### src/rtl/ras_ctrl_pkg.sv
// Shared constants for the return-address-stack controller.
// RAS_CTRL_ALT_LINK_EN makes x5 a link register alongside x1.
package ras_ctrl_pkg;

    localparam logic [6:0] OPC_JAL  = 7'b1101111;
    localparam logic [6:0] OPC_JALR = 7'b1100111;

    localparam logic [4:0] REG_RA = 5'd1;
    localparam logic [4:0] REG_T0 = 5'd5;

    typedef enum logic [1:0] {
        OP_NONE = 2'd0,
        OP_PUSH = 2'd1,
        OP_POP  = 2'd2,
        OP_SWAP = 2'd3
    } ras_op_e;

    typedef enum logic {
        ST_IDLE   = 1'b0,
        ST_UNWIND = 1'b1
    } state_e;

    function automatic logic is_link(input logic [4:0] r);
`ifdef RAS_CTRL_ALT_LINK_EN
        return (r == REG_RA) || (r == REG_T0);
`else
        return (r == REG_RA);
`endif
    endfunction

endpackage

### src/rtl/ras_op_decode.sv
// Instruction word -> RAS hint op (push/pop/swap/none).
// RAS_CTRL_ALT_LINK_EN enables the x5 link and the swap case.
module ras_op_decode
    import ras_ctrl_pkg::*;
(
    input  logic [31:0] inst,
    output logic [1:0]  op
);

    logic [6:0] opc;
    logic [4:0] rd;
    logic [4:0] rs1;
    logic       is_jal;
    logic       is_jalr;
    logic       lrd;
    logic       lrs;
    logic       same;
    logic       unused_bits;

    assign opc     = inst[6:0];
    assign rd      = inst[11:7];
    assign rs1     = inst[19:15];
    assign is_jal  = (opc == OPC_JAL);
    assign is_jalr = (opc == OPC_JALR);
    assign lrd     = is_link(rd);
    assign lrs     = is_link(rs1);
    assign same    = (rd == rs1);

    assign unused_bits = ^{inst[31:20], inst[14:12]};

    // Link-register hint table; the arms are mutually exclusive.
    always_comb begin
        op = OP_NONE;
        unique case (1'b1)
            is_jal & lrd:                  op = OP_PUSH;
            is_jalr & lrd & !lrs:          op = OP_PUSH;
            is_jalr & !lrd & lrs:          op = OP_POP;
            is_jalr & lrd & lrs & same:    op = OP_PUSH;
`ifdef RAS_CTRL_ALT_LINK_EN
            is_jalr & lrd & lrs & !same:   op = OP_SWAP;
`endif
            default:                       op = OP_NONE;
        endcase
    end

endmodule

### src/rtl/ras_ctrl.sv
// Fetch-side RAS controller: issues push/pop, tracks speculative ops,
// and unwinds them youngest-first on flush (RAS_CTRL_ALT_LINK_EN: x5 link).
module ras_ctrl
    import ras_ctrl_pkg::*;
#(
    parameter int TRACK_ADDR_WIDTH = 3
) (
    input  logic        clk,
    input  logic        rst,
    input  logic        fetch_valid,
    input  logic [31:0] fetch_inst,
    input  logic        commit_ras,
    input  logic        flush,
    output logic        push,
    output logic        pop,
    output logic        rollback_push,
    output logic        rollback_pop,
    output logic        busy,
    output logic        track_full
);

    localparam int AW = TRACK_ADDR_WIDTH;
    localparam int CW = TRACK_ADDR_WIDTH + 1;
    localparam int DEPTH = 1 << TRACK_ADDR_WIDTH;

    localparam logic [AW-1:0] IDX_ONE  = AW'(1);
    localparam logic [CW-1:0] CNT_ONE  = CW'(1);
    localparam logic [CW-1:0] CNT_FULL = CW'(DEPTH);

    logic [1:0]    trk [DEPTH];
    logic [AW-1:0] head;
    logic [CW-1:0] count;
    state_e        state;
    logic          last_q;

    logic [1:0]    dec_op;
    logic          issue;
    logic          commit_ok;
    logic [CW-1:0] cnt_after;
    logic [AW-1:0] wr_idx;
    logic [AW-1:0] top_idx;
    logic [1:0]    top_op;

    ras_op_decode u_dec (
        .inst (fetch_inst),
        .op   (dec_op)
    );

    assign busy       = (state == ST_UNWIND) | last_q;
    assign track_full = (count == CNT_FULL);

    assign issue = fetch_valid & !busy & !track_full & !flush
                 & (dec_op != OP_NONE);

    assign push = issue & ((dec_op == OP_PUSH) | (dec_op == OP_SWAP));
    assign pop  = issue & ((dec_op == OP_POP)  | (dec_op == OP_SWAP));

    assign commit_ok = commit_ras & (count != '0) & (state == ST_IDLE);
    assign cnt_after = count - (commit_ok ? CNT_ONE : '0);

    assign wr_idx  = head + count[AW-1:0];
    assign top_idx = head + count[AW-1:0] - IDX_ONE;
    assign top_op  = trk[top_idx];

    // Record each issued op at the tail of the tracker.
    always_ff @(posedge clk) begin
        if (issue) begin
            trk[wr_idx] <= dec_op;
        end
    end

    // Pointer bookkeeping, flush FSM and registered rollback outputs.
    always_ff @(posedge clk) begin
        if (rst) begin
            state         <= ST_IDLE;
            head          <= '0;
            count         <= '0;
            last_q        <= 1'b0;
            rollback_push <= 1'b0;
            rollback_pop  <= 1'b0;
        end else begin
            rollback_push <= 1'b0;
            rollback_pop  <= 1'b0;
            last_q        <= 1'b0;
            unique case (state)
                ST_IDLE: begin
                    head  <= head + (commit_ok ? IDX_ONE : '0);
                    count <= cnt_after + (issue ? CNT_ONE : '0);
                    if (flush && (cnt_after != '0)) begin
                        state <= ST_UNWIND;
                    end
                end
                ST_UNWIND: begin
                    unique case (top_op)
                        OP_PUSH: rollback_pop  <= 1'b1;
                        OP_POP:  rollback_push <= 1'b1;
`ifdef RAS_CTRL_ALT_LINK_EN
                        // Swap left the pointer alone; nothing to undo.
                        OP_SWAP: rollback_push <= 1'b0;
`endif
                        default: rollback_pop  <= 1'b0;
                    endcase
                    count <= count - CNT_ONE;
                    if (count == CNT_ONE) begin
                        state  <= ST_IDLE;
                        last_q <= 1'b1;
                    end
                end
            endcase
        end
    end

endmodule

### config.mk
export PLATFORM = sky130hd
export DESIGN_NAME = ras_ctrl
export DESIGN_NICKNAME = d
export VERILOG_FILES = /design/src/rtl/ras_ctrl_pkg.sv /design/src/rtl/ras_op_decode.sv /design/src/rtl/ras_ctrl.sv
export SDC_FILE = /design/constraint.sdc
export NUM_CORES = 1
export LEC_CHECK = 0
export ABC_AREA = 1
export ABC_CLOCK_PERIOD_IN_PS = 2300
export CAP_MARGIN = 0
export CORE_AREA = 5 5 68 70
export CTS_BUF_LIST = sky130_fd_sc_hd__clkbuf_16
export DETAILED_ROUTE_END_ITERATION = 12
export DIE_AREA = 0 0 73 75
export GPL_TIMING_DRIVEN = 0
export PLACE_DENSITY_LB_ADDON = 0.08
export SLEW_MARGIN = 20
export SYNTH_ARGS = -nofsm -noshare
export SYNTH_HDL_FRONTEND = slang
export SYNTH_SLANG_ARGS = --single-unit
### constraint.sdc
create_clock -name clk -period 2.3 [get_ports clk]
set_clock_uncertainty 0.15 [all_clocks]
set_input_delay 0.345 -clock clk [delete_from_list [all_inputs] [get_ports clk]]
set_output_delay 0.345 -clock clk [all_outputs]
set_load 0.02 [all_outputs]
Yosys cells after proc, flatten, opt, wreduce, memory -nomap -nowiden
Memory sizes are Yosys's and may differ from the RTL's.
Cells that the tools add are included.
W data, S select, Z words.
{ "classes": {"n_reduce_logical": 11, "add_sub_neg": 6, "n_bitwise": 19, "n_mux": 13, "eq_ne": 12} }
{ "op_table": {"columns": ["operator", "n"], "rows": [
  ["$and A1 B1 Y1", 15],
  ["$eq A7 B7 Y1 const B", 2],
  ["$eq A5 B1 Y1 const B", 2],
  ["$mux W1", 10],
  ["$pmux W4 S2", 1],
  ["$reduce_bool A4 Y1", 2],
  ["$eq A2 B2 Y1 const B", 3],
  ["$eq A5 B5 Y1", 1],
  ["$logic_not A1 Y1", 5],
  ["$add A4 B1 Y4", 1],
  ["$eq A2 B1 Y1 const B", 2],
  ["$eq A4 B1 Y1 const B", 1],
  ["$eq A4 B4 Y1 const B", 1],
  ["$pmux W2 S2", 1],
  ["$sub A4 B1 Y4", 1],
  ["$sub A4 B1 Y4 const B", 1],
  ["$add A3 B1 Y3", 1],
  ["$add A3 B3 Y3", 1],
  ["$or A1 B1 Y1", 3],
  ["$reduce_or A3 Y1", 1],
  ["$sub A3 B1 Y3 const B", 1],
  ["$pmux W1 S2", 1],
  ["$reduce_bool A2 Y1", 1],
  ["$reduce_or A2 Y1", 1],
  ["other kinds (2)", 2]
]} }
{ "totals": {"ram_bits": 16, "mem_count": 1, "out_inout_bits": 6, "wordCells": 68, "inputBits": 37, "register_bits": 11} }
{ "memory_table": {"columns": ["memory", "words", "width", "read_ports", "rd_clocked_by_memory_dff", "wr", "line", "source"], "rows": [
  ["trk", 8, 2, 1, 0, 1, "ras_ctrl.sv:30", "logic [1:0] trk [DEPTH];"]
]} }

Longest topological paths before layout
Gate-level depths: netlist of run 1.
{ "depth": {"ltp_word": 11, "ltp_mapped": 14, "ltp_nobuf": 13} }

By module
A second synthesis of run 1 with hierarchy kept.
{ "unflattened": {"cells_unflattened": 244, "area_unflattened_um2": 1794.2} }
{ "by_module_without_submodules": {"columns": ["module", "area_each_um2", "seq_area_each_um2", "instances", "cells_each"], "rows": [
  ["ras_ctrl", 1555.2, 700.7, 1, 194],
  ["ras_op_decode", 239.0, 0.0, 1, 50]
]} }

Least setup slack after synthesis of run 1
Ideal clock, no wire load.
{ "synth_timing": {"kind": "register -> register", "start": "register count[0]", "end": "register count[2]", "synth_period_minus_slack_ps": 2647, "setup_time_ps": 119, "path_stages_with_launch": 13, "t_required_ps": 2031, "path_buffers": 0, "arrival_ps": 2377, "path_slack_ps": -347, "path_cell_list": "dfxtp_1 inv_1 ha_1 inv_1 nor3_1 nor2_2 nand3_2 nand2_1 ha_1 ha_1 or2_2 nand3_1 a21oi_1"} }
{ "synth_via": {"elab_chain_cells": 8, "word_cells_on_any_way": 14, "cone_classes": "add/sub: 3; eq/ne: 1; mux: 3; bitwise: 5; reduce/logical: 2"} }
{ "synth_lines": {"columns": ["item", "line", "source"], "rows": [
  ["start: declaration", "ras_ctrl.sv:32", "logic [CW-1:0] count;"],
  ["start signal: assignment", "ras_ctrl.sv:88", "count <= cnt_after + (issue ? CNT_ONE : '0);"],
  ["start signal: assignment", "ras_ctrl.sv:103", "count <= count - CNT_ONE;"],
  ["$eq A4 B4 Y1", "ras_ctrl.sv:50", "assign track_full = (count == CNT_FULL);"],
  ["net track_full", "ras_ctrl.sv:19", "output logic track_full"],
  ["$logic_not A1 Y1", "ras_ctrl.sv:52", "assign issue = fetch_valid & !busy & !track_full & !flush"],
  ["$and A1 B1 Y1 (2 in a row)", "ras_ctrl.sv:52", null],
  ["$and A1 B1 Y1", "ras_ctrl.sv:53", "& (dec_op != OP_NONE);"],
  ["$mux W1", "ras_ctrl.sv:88", null],
  ["$add A4 B1 Y4", "ras_ctrl.sv:88", null],
  ["$pmux W4 S2", "ras_ctrl.sv:85", "unique case (state)"]
]} }
The timed path passes the listed nets, and every way through them passes these cells.
A chain may end at the register's enable or synchronous reset.

Worst setup path in the final report of run 1
{ "layout_timing": {"start": "register count[0]", "end": "register rollback_push"} }
{ "layout_via": {"elab_chain_cells": 5} }
{ "layout_lines": {"columns": ["item", "line", "source"], "rows": [
  ["$add A3 B3 Y3", "ras_ctrl.sv:62", "assign top_idx = head + count[AW-1:0] - IDX_ONE;"],
  ["$sub A3 B1 Y3", "ras_ctrl.sv:62", null],
  ["$mem_v2 Z8 W2", null, null],
  ["$eq A2 B2 Y1", "ras_ctrl.sv:94", "unique case (top_op)"],
  ["$mux W1", "ras_ctrl.sv:94", null],
  ["end signal: assignment", "ras_ctrl.sv:79", "rollback_push <= 1'b0;"],
  ["end signal: assignment", "ras_ctrl.sv:82", "rollback_push <= 1'b0;"],
  ["end signal: assignment", "ras_ctrl.sv:96", "OP_POP: rollback_push <= 1'b1;"],
  ["end: declaration", "ras_ctrl.sv:16", "output logic rollback_push,"]
]} }
No other way between the ends.

==> results.json, run 1 <==
{
  "slew_headroom_pct": 79.0,
  "cts_root_buffer": "clkbuf_16",
  "dpl.hpwl_um": 2800,
  "die_width_um": 73,
  "hold_viol": 0,
  "yosysWarnings": 0,
  "layout-drive-gt1-share_pct": 22.1,
  "drt_iter0_drc": 55,
  "critPathMaxStageDelay_ns": 0.58,
  "cts.sinks": 27,
  "final_cell_mix": "37 x nand2_1, 31 x inv_1, 29 x nand3_1",
  "grt_start_max_net_pins": 17,
  "initial_utilization_pct": 42.3,
  "antenna_left": 0,
  "critical_path_class": "flip-flop to flip-flop",
  "yosysSeqAreaShare_pct": 42.3,
  "slowest_stage": "fa_2",
  "finish.net_count": 307,
  "synth.avg_cell_area_um2": 7.66,
  "grt_pass1_vias": 1475,
  "finalSetupViolCount": 0,
  "synth_area_mm2": 0.00166,
  "min_to": "head[2]$_SDFFE_PP0N_",
  "maxSlewViolCount": 0,
  "gp_congestion": 0.855,
  "switchingPower_mw": 1.49,
  "grt_pass1_wl_um": 6290,
  "synthTopCellsByArea": "edfxtp_1 29%, dfxtp_1 13%, nand3_1 10%",
  "cts-htree-levels": 1,
  "synth_nets": 264,
  "drv_cap": 0,
  "vias_per_cell": 4.98,
  "clkLatencyLatePin_ns": 0.26,
  "reg2reg_from": "count[0]$_SDFF_PP0_",
  "cts.clk_slew.worst_paths_ns": 0.07,
  "first_pass_iters": 4,
  "worst_pin_slew_ns": 0.314,
  "fillers": 386,
  "regArea_um2": 707,
  "overflow": 0,
  "vias": 1533,
  "hold_depth": 2,
  "netlist_instances": 216,
  "ff2ff_setup_slack_ns": 0.08,
  "intPower_mw": 1.77,
  "hold_slack_ns": 0.362,
  "routed_wl_um": 3770,
  "clock_path_buffers": 2,
  "switching_share_pct": 45.7,
  "hold_path.class": "flip-flop to flip-flop",
  "io-pin-count": 43,
  "min_period_over_period_pct": 96.5,
  "synth.distinct_cells": 24,
  "worstPathRequired_ns": 2.35,
  "antenna_found_initial": 0,
  "rows": 23,
  "dieArea_mm2": 0.00548,
  "diodes": 0,
  "crit_path_cell_trace": "ha_4, fa_2, inv_4, ha_4, buf_6, nand3_1, nand2_1, inv_1, nand3_2, nand3_2, nor2_1",
  "cts_buffers": 3,
  "worst-path-max-fanout": 3,
  "pwr_density_cell_mw_per_mm2": 1420,
  "io_buffers": 27,
  "multi_input_area_um2": 926,
  "coreArea_mm2": 0.00391,
  "p_leak_nw": 1.03,
  "fmax_mhz": 450,
  "area_growth_pct": 38.5,
  "yosys.area.top_type": "edfxtp_1",
  "final_common_cell": "nand2_1",
  "p_comb_share_pct": 67.8,
  "p_clk_share_pct": 12.3,
  "wl_per_cell_um": 12.2,
  "cts_tree": "built",
  "endpoint_kind": "flip-flop",
  "seq_power_share_pct": 19.9,
  "fp.dieH_um": 75,
  "fin_util_pct": 58.6,
  "grt_usage_pct": 14.8,
  "period_needed_ns": 2.22,
  "cp.arrival_ns": 2.27,
  "drc": 0,
  "r2r-end": "rollback_push$_SDFF_PP0_",
  "instances_no_fill": 308,
  "hold_buffers": 0,
  "ir_drop_mv": 0.709,
  "status": "finished clean",
  "rr_worst_depth": 11,
  "rsz0062_at_grt": "yes",
  "hold_start": "head[2]$_SDFFE_PP0N_",
  "crit_path_start_kind": "flip-flop",
  "synth_seq_cells": 27,
  "placed_cells": 293,
  "synth_top_area_share_pct": 29.0
}
==> registers in the layout, summed over array words and instances, names as in the netlist <==
register,flops
trk,16
rollback_pop,1
last_q,1
state,1
count,4
rollback_push,1
head,3
==> final cells by class <==
type / instances / share of cell area, %
inverters: 37 / 6.27
repair buffers: 38 / 15.3
clock buffers: 3 / 3.27
flip-flops and latches: 27 / 30.8
plain buffers: 3 / 0.927
clock inverters: 1 / 0.327
well taps: 50 / 2.73
multi-input cells: 149 / 40.4
==> power by group through the flow <==
stage	Sequential [mW]	Combinational (mW)	Clock, mW
after floorplan	0.648	1.25	0
after global placement	0.646	1.65	0
after detailed placement	0.647	1.66	0
after CTS	0.643	1.91	0.409
after global routing	0.660	2.50	0.426
final	0.650	2.21	0.400
==> kinds of logic after synthesis <==
group / count (synthesis) / share of synthesized area, %
buf+inv: 40 / 9.67
compound gates: 27 / 8.24
simple gates: 111 / 31.0
fa+ha+maj: 11 / 8.77
flops: 27 / 42.3
==> critical path: cells and delay by family (launching register included) <==
kind	cells	cell delay [ns]
AND/OR/NAND/NOR	5	0.41
buffers and inverters	3	0.21
adder cells (fa/ha/maj)	3	1.02
flip-flops	1	0.36
==> cell usage after synthesis <==
cell      instances
nand2_2           3
nand2_4           1
o21ai_0          12
and2_1            1
inv_1            35
nand3_2           2
nor2_4            1
nand2_1          39
buf_2             2
or2_2             1
a21oi_1          14
nor2_2            1
nand3_1          33
nor2_1           23
nor3_1            5
ha_1             10
inv_2             1
buf_6             1
dfxtp_1          11
nor3_2            1
a31oi_1           1
clkinv_1          1
edfxtp_1         16
fa_1              1
==> through the flow <==
stage / power, mW / area [um2] / TNS, ns / setup slack (ns)
after floorplan: 1.90 / 1670 / 0 / 0.0142
after global placement: 2.30 / 2000 / -4.24 / -0.575
after detailed placement: 2.30 / 2000 / -4.64 / -0.572
after CTS: 2.96 / 2190 / 0 / 0.000379
after global routing: 3.58 / 2290 / -0.0776 / -0.0272
final: 3.26 / 2290 / 0 / 0.0801
==> layer usage <==
metal	up-vias	routed length [um]	part of all wire (%)	track usage, %
met5	-	0	0	0
met3	4	239	6.3	3.07
li1	792	-	-	-
met1	689	1650	44	18.6
met4	0	31	0.82	4.71
met2	48	1850	49	25.4
==> repair_timing <==
action / in CTS / in global routing
gates resized for setup: 26 / 21
setup endpoints to repair: 7 / 7
pin swaps: 7 / 12
buffers inserted: 7 / 4
==> worst max path at each step <==
| stage | startpoint | end | slack [ns] | cells past startpoint |
|---|---|---|---|---|
| 2_1_floorplan | count[0]$_SDFF_PP0_ | count[2]$_SDFF_PP0_ | 0.01 | 12 |
| 6_report | count[0]$_SDFF_PP0_ | rollback_push$_SDFF_PP0_ | 0.08 | 11 |
| 4_1_cts | head[0]$_SDFFE_PP0N_ | rollback_pop$_SDFF_PP0_ | 0.0004 | 12 |
| 5_1_grt | count[0]$_SDFF_PP0_ | rollback_push$_SDFF_PP0_ | -0.03 | 11 |
| 3_3_place_gp | fetch_inst[1] | push | -0.58 | 8 |
| 3_5_place_dp | fetch_inst[0] | push | -0.57 | 8 |
No activity file was read; power rests on OpenSTA's default activity.
==> run 2: changes to the inputs <==
- ABC_CLOCK_PERIOD_IN_PS: 2300 -> 2100
- CORE_AREA: 5 5 68 70 -> 5 5 65 67
- DIE_AREA: 0 0 73 75 -> 0 0 70 72
- clock period: 2.3 -> 2.1 ns (I/O delays scaled with it)
==> results.json, run 2 (synthesized netlist as in run 1, its figures left out) <==
{
  "area_growth_pct": 42.8,
  "totalPowerFinal_mw": 3.41,
  "final_cell_mix": "34 x nand2_1, 30 x nand3_1, 29 x inv_1",
  "clock_path_buffers": 2,
  "largest_reg_flops": 16,
  "critical_path.top_delay_family": "adder cells",
  "finalSetupViolCount": 2,
  "slew_headroom_pct": 79.5,
  "cts_buffers": 3,
  "hold_buffers": 0,
  "clkLatencyLatePin_ns": 0.26,
  "period_needed_ns": 2.19,
  "crit_path_start_kind": "flip-flop",
  "min_period_over_period_pct": 104,
  "critPathMaxStageDelay_ns": 0.57,
  "drv_cap": 0,
  "endpoint_kind": "flip-flop",
  "crit_path_cell_trace": "ha_4, fa_2, inv_4, ha_4, inv_4, nor2_1, o21ai_1, nand2_1, inv_1, nand3_1, nand2_1, nor2_1",
  "violations": "setup timing",
  "slowest_stage": "fa_2",
  "cts-htree-levels": 1,
  "dpl.hpwl_um": 2610,
  "placed_cells": 291,
  "hold_slack_ns": 0.368,
  "ir_drop_mv": 0.706,
  "final.setup.worst_slack_ns": -0.0906,
  "antenna_found_initial": 0,
  "layout-drive-gt1-share_pct": 23.7,
  "hold_viol": 0,
  "rsz0062_at_grt": "yes",
  "crit_buf_inv": 3,
  "hold_path.class": "flip-flop to flip-flop",
  "diodes": 0,
  "pwr_density_cell_mw_per_mm2": 1440,
  "fmax_mhz": 457,
  "vias": 1474,
  "path_depth": 12,
  "cp.arrival_ns": 2.24,
  "die_width_um": 70,
  "critical_path_class": "flip-flop to flip-flop",
  "p_leak_nw": 1.06,
  "reg_top3": "trk: 16 flops, count: 4 flops, head: 3 flops",
  "drt_iter0_drc": 79,
  "instances_no_fill": 305,
  "antenna_left": 0,
  "fillers": 306,
  "routed_wl_um": 3450,
  "drc": 0,
  "io_buffers": 27,
  "vias_per_cell": 4.83,
  "initial_utilization_pct": 46.3,
  "worst_pin_slew_ns": 0.307,
  "worst-path-max-fanout": 5,
  "crit_path_end": "rollback_pop$_SDFF_PP0_",
  "cts.sinks": 27,
  "first_pass_iters": 4,
  "rows": 22,
  "cts_tree": "built",
  "grt_pass1_vias": 1329,
  "final_common_cell": "nand2_1",
  "crit_start": "count[0]$_SDFF_PP0_",
  "worstPathRequired_ns": 2.15,
  "cts.clk_slew.worst_paths_ns": 0.07,
  "status": "complete, but fails checks",
  "regMostFlops": "trk",
  "grt_usage_pct": 13.4,
  "rr_worst_depth": 12,
  "grt_start_max_net_pins": 17,
  "io-pin-count": 43,
  "gp_congestion": 0.847,
  "wl_per_cell_um": 11.3,
  "maxSlewViolCount": 0,
  "fp.dieH_um": 72,
  "finish.net_count": 306,
  "cts_root_buffer": "clkbuf_16",
  "ff2ff_setup_slack_ns": -0.09,
  "r2r-end": "rollback_pop$_SDFF_PP0_",
  "overflow": 0,
  "dieArea_mm2": 0.00504,
  "grt_pass1_wl_um": 5530,
  "coreArea_mm2": 0.00358,
  "reg2reg_from": "count[0]$_SDFF_PP0_"
}
## run 2: cell count changes in the layout (fill, tap and decap cells not counted), moves of 3 or more
cell,previous run,this run
nand2_1,37,34
ha_4,3,6
clkdlybuf4s50_1,24,19
inv_4,2,5
dlymetal6s2s_1,0,5
## run 2: through the flow
| step | area, um2 | TNS (ns) | utilization, % | setup slack [ns] |
|---|---|---|---|---|
| floorplan | 1710 | 0 | - | 0.000619 |
| global route | 2360 | -0.512 | 66.0 | -0.203 |
| CTS | 2220 | -0.153 | 62.1 | -0.0780 |
| finish | 2360 | -0.154 | 66.0 | -0.0906 |
| global placement | 2040 | -8.68 | 57.0 | -0.744 |
| detailed placement | 2040 | -8.88 | 57.0 | -0.778 |
## run 2: final cells by class
type | count | area [um2] | area share (%)
buffer | 3 | 21.3 | 0.900
clock buffer | 3 | 75.1 | 3.18
clock inverter | 1 | 7.51 | 0.318
inverter | 37 | 156 | 6.62
multi-input combinational | 149 | 976 | 41.3
sequential | 27 | 707 | 29.9
tap | 48 | 60.1 | 2.54
timing repair buffer | 37 | 360 | 15.2
## run 2: worst min-delay path by stage
stage,start,end,slack (ns),cells after the start
2_1_floorplan,rst,count[2]$_SDFF_PP0_,0.23,1
3_3_place_gp,count[0]$_SDFF_PP0_,count[0]$_SDFF_PP0_,0.31,1
3_5_place_dp,count[0]$_SDFF_PP0_,count[0]$_SDFF_PP0_,0.31,1
4_1_cts,head[0]$_SDFFE_PP0N_,head[0]$_SDFFE_PP0N_,0.37,2
5_1_grt,head[0]$_SDFFE_PP0N_,head[0]$_SDFFE_PP0N_,0.38,2
6_report,head[0]$_SDFFE_PP0N_,head[0]$_SDFFE_PP0N_,0.37,2
## run 2: repair_timing
action / CTS / global route
endpoints found under the setup margin: 25 / 8
pin swaps: 9 / 8
buffers inserted: 6 / 4
gates resized for setup: 26 / 26
## run 2: per-layer routing
metal | part of all wire [%] | vias to the layer above | track usage, %
met3 | 7.7 | 0 | 3.88
met5 | 0 | - | 0
met4 | 0 | 0 | 1.91
met1 | 47 | 644 | 17.3
li1 | - | 790 | -
met2 | 45 | 40 | 22.9
## run 2: where the power goes
group	switching, mW	total, mW	internal, mW	leakage (nW)
Combinational	1.32	2.26	0.943	0.748
Clock	0.172	0.430	0.258	0.0371
Sequential	0.0797	0.719	0.640	0.276
Total	1.57	3.41	1.84	1.06
## run 2: tightest hold or removal path, cell delays in order (launching register included)
cell and delay [ns]:
dfxtp_2 0.34, nor2_1 0.10, nor2_1 0.05
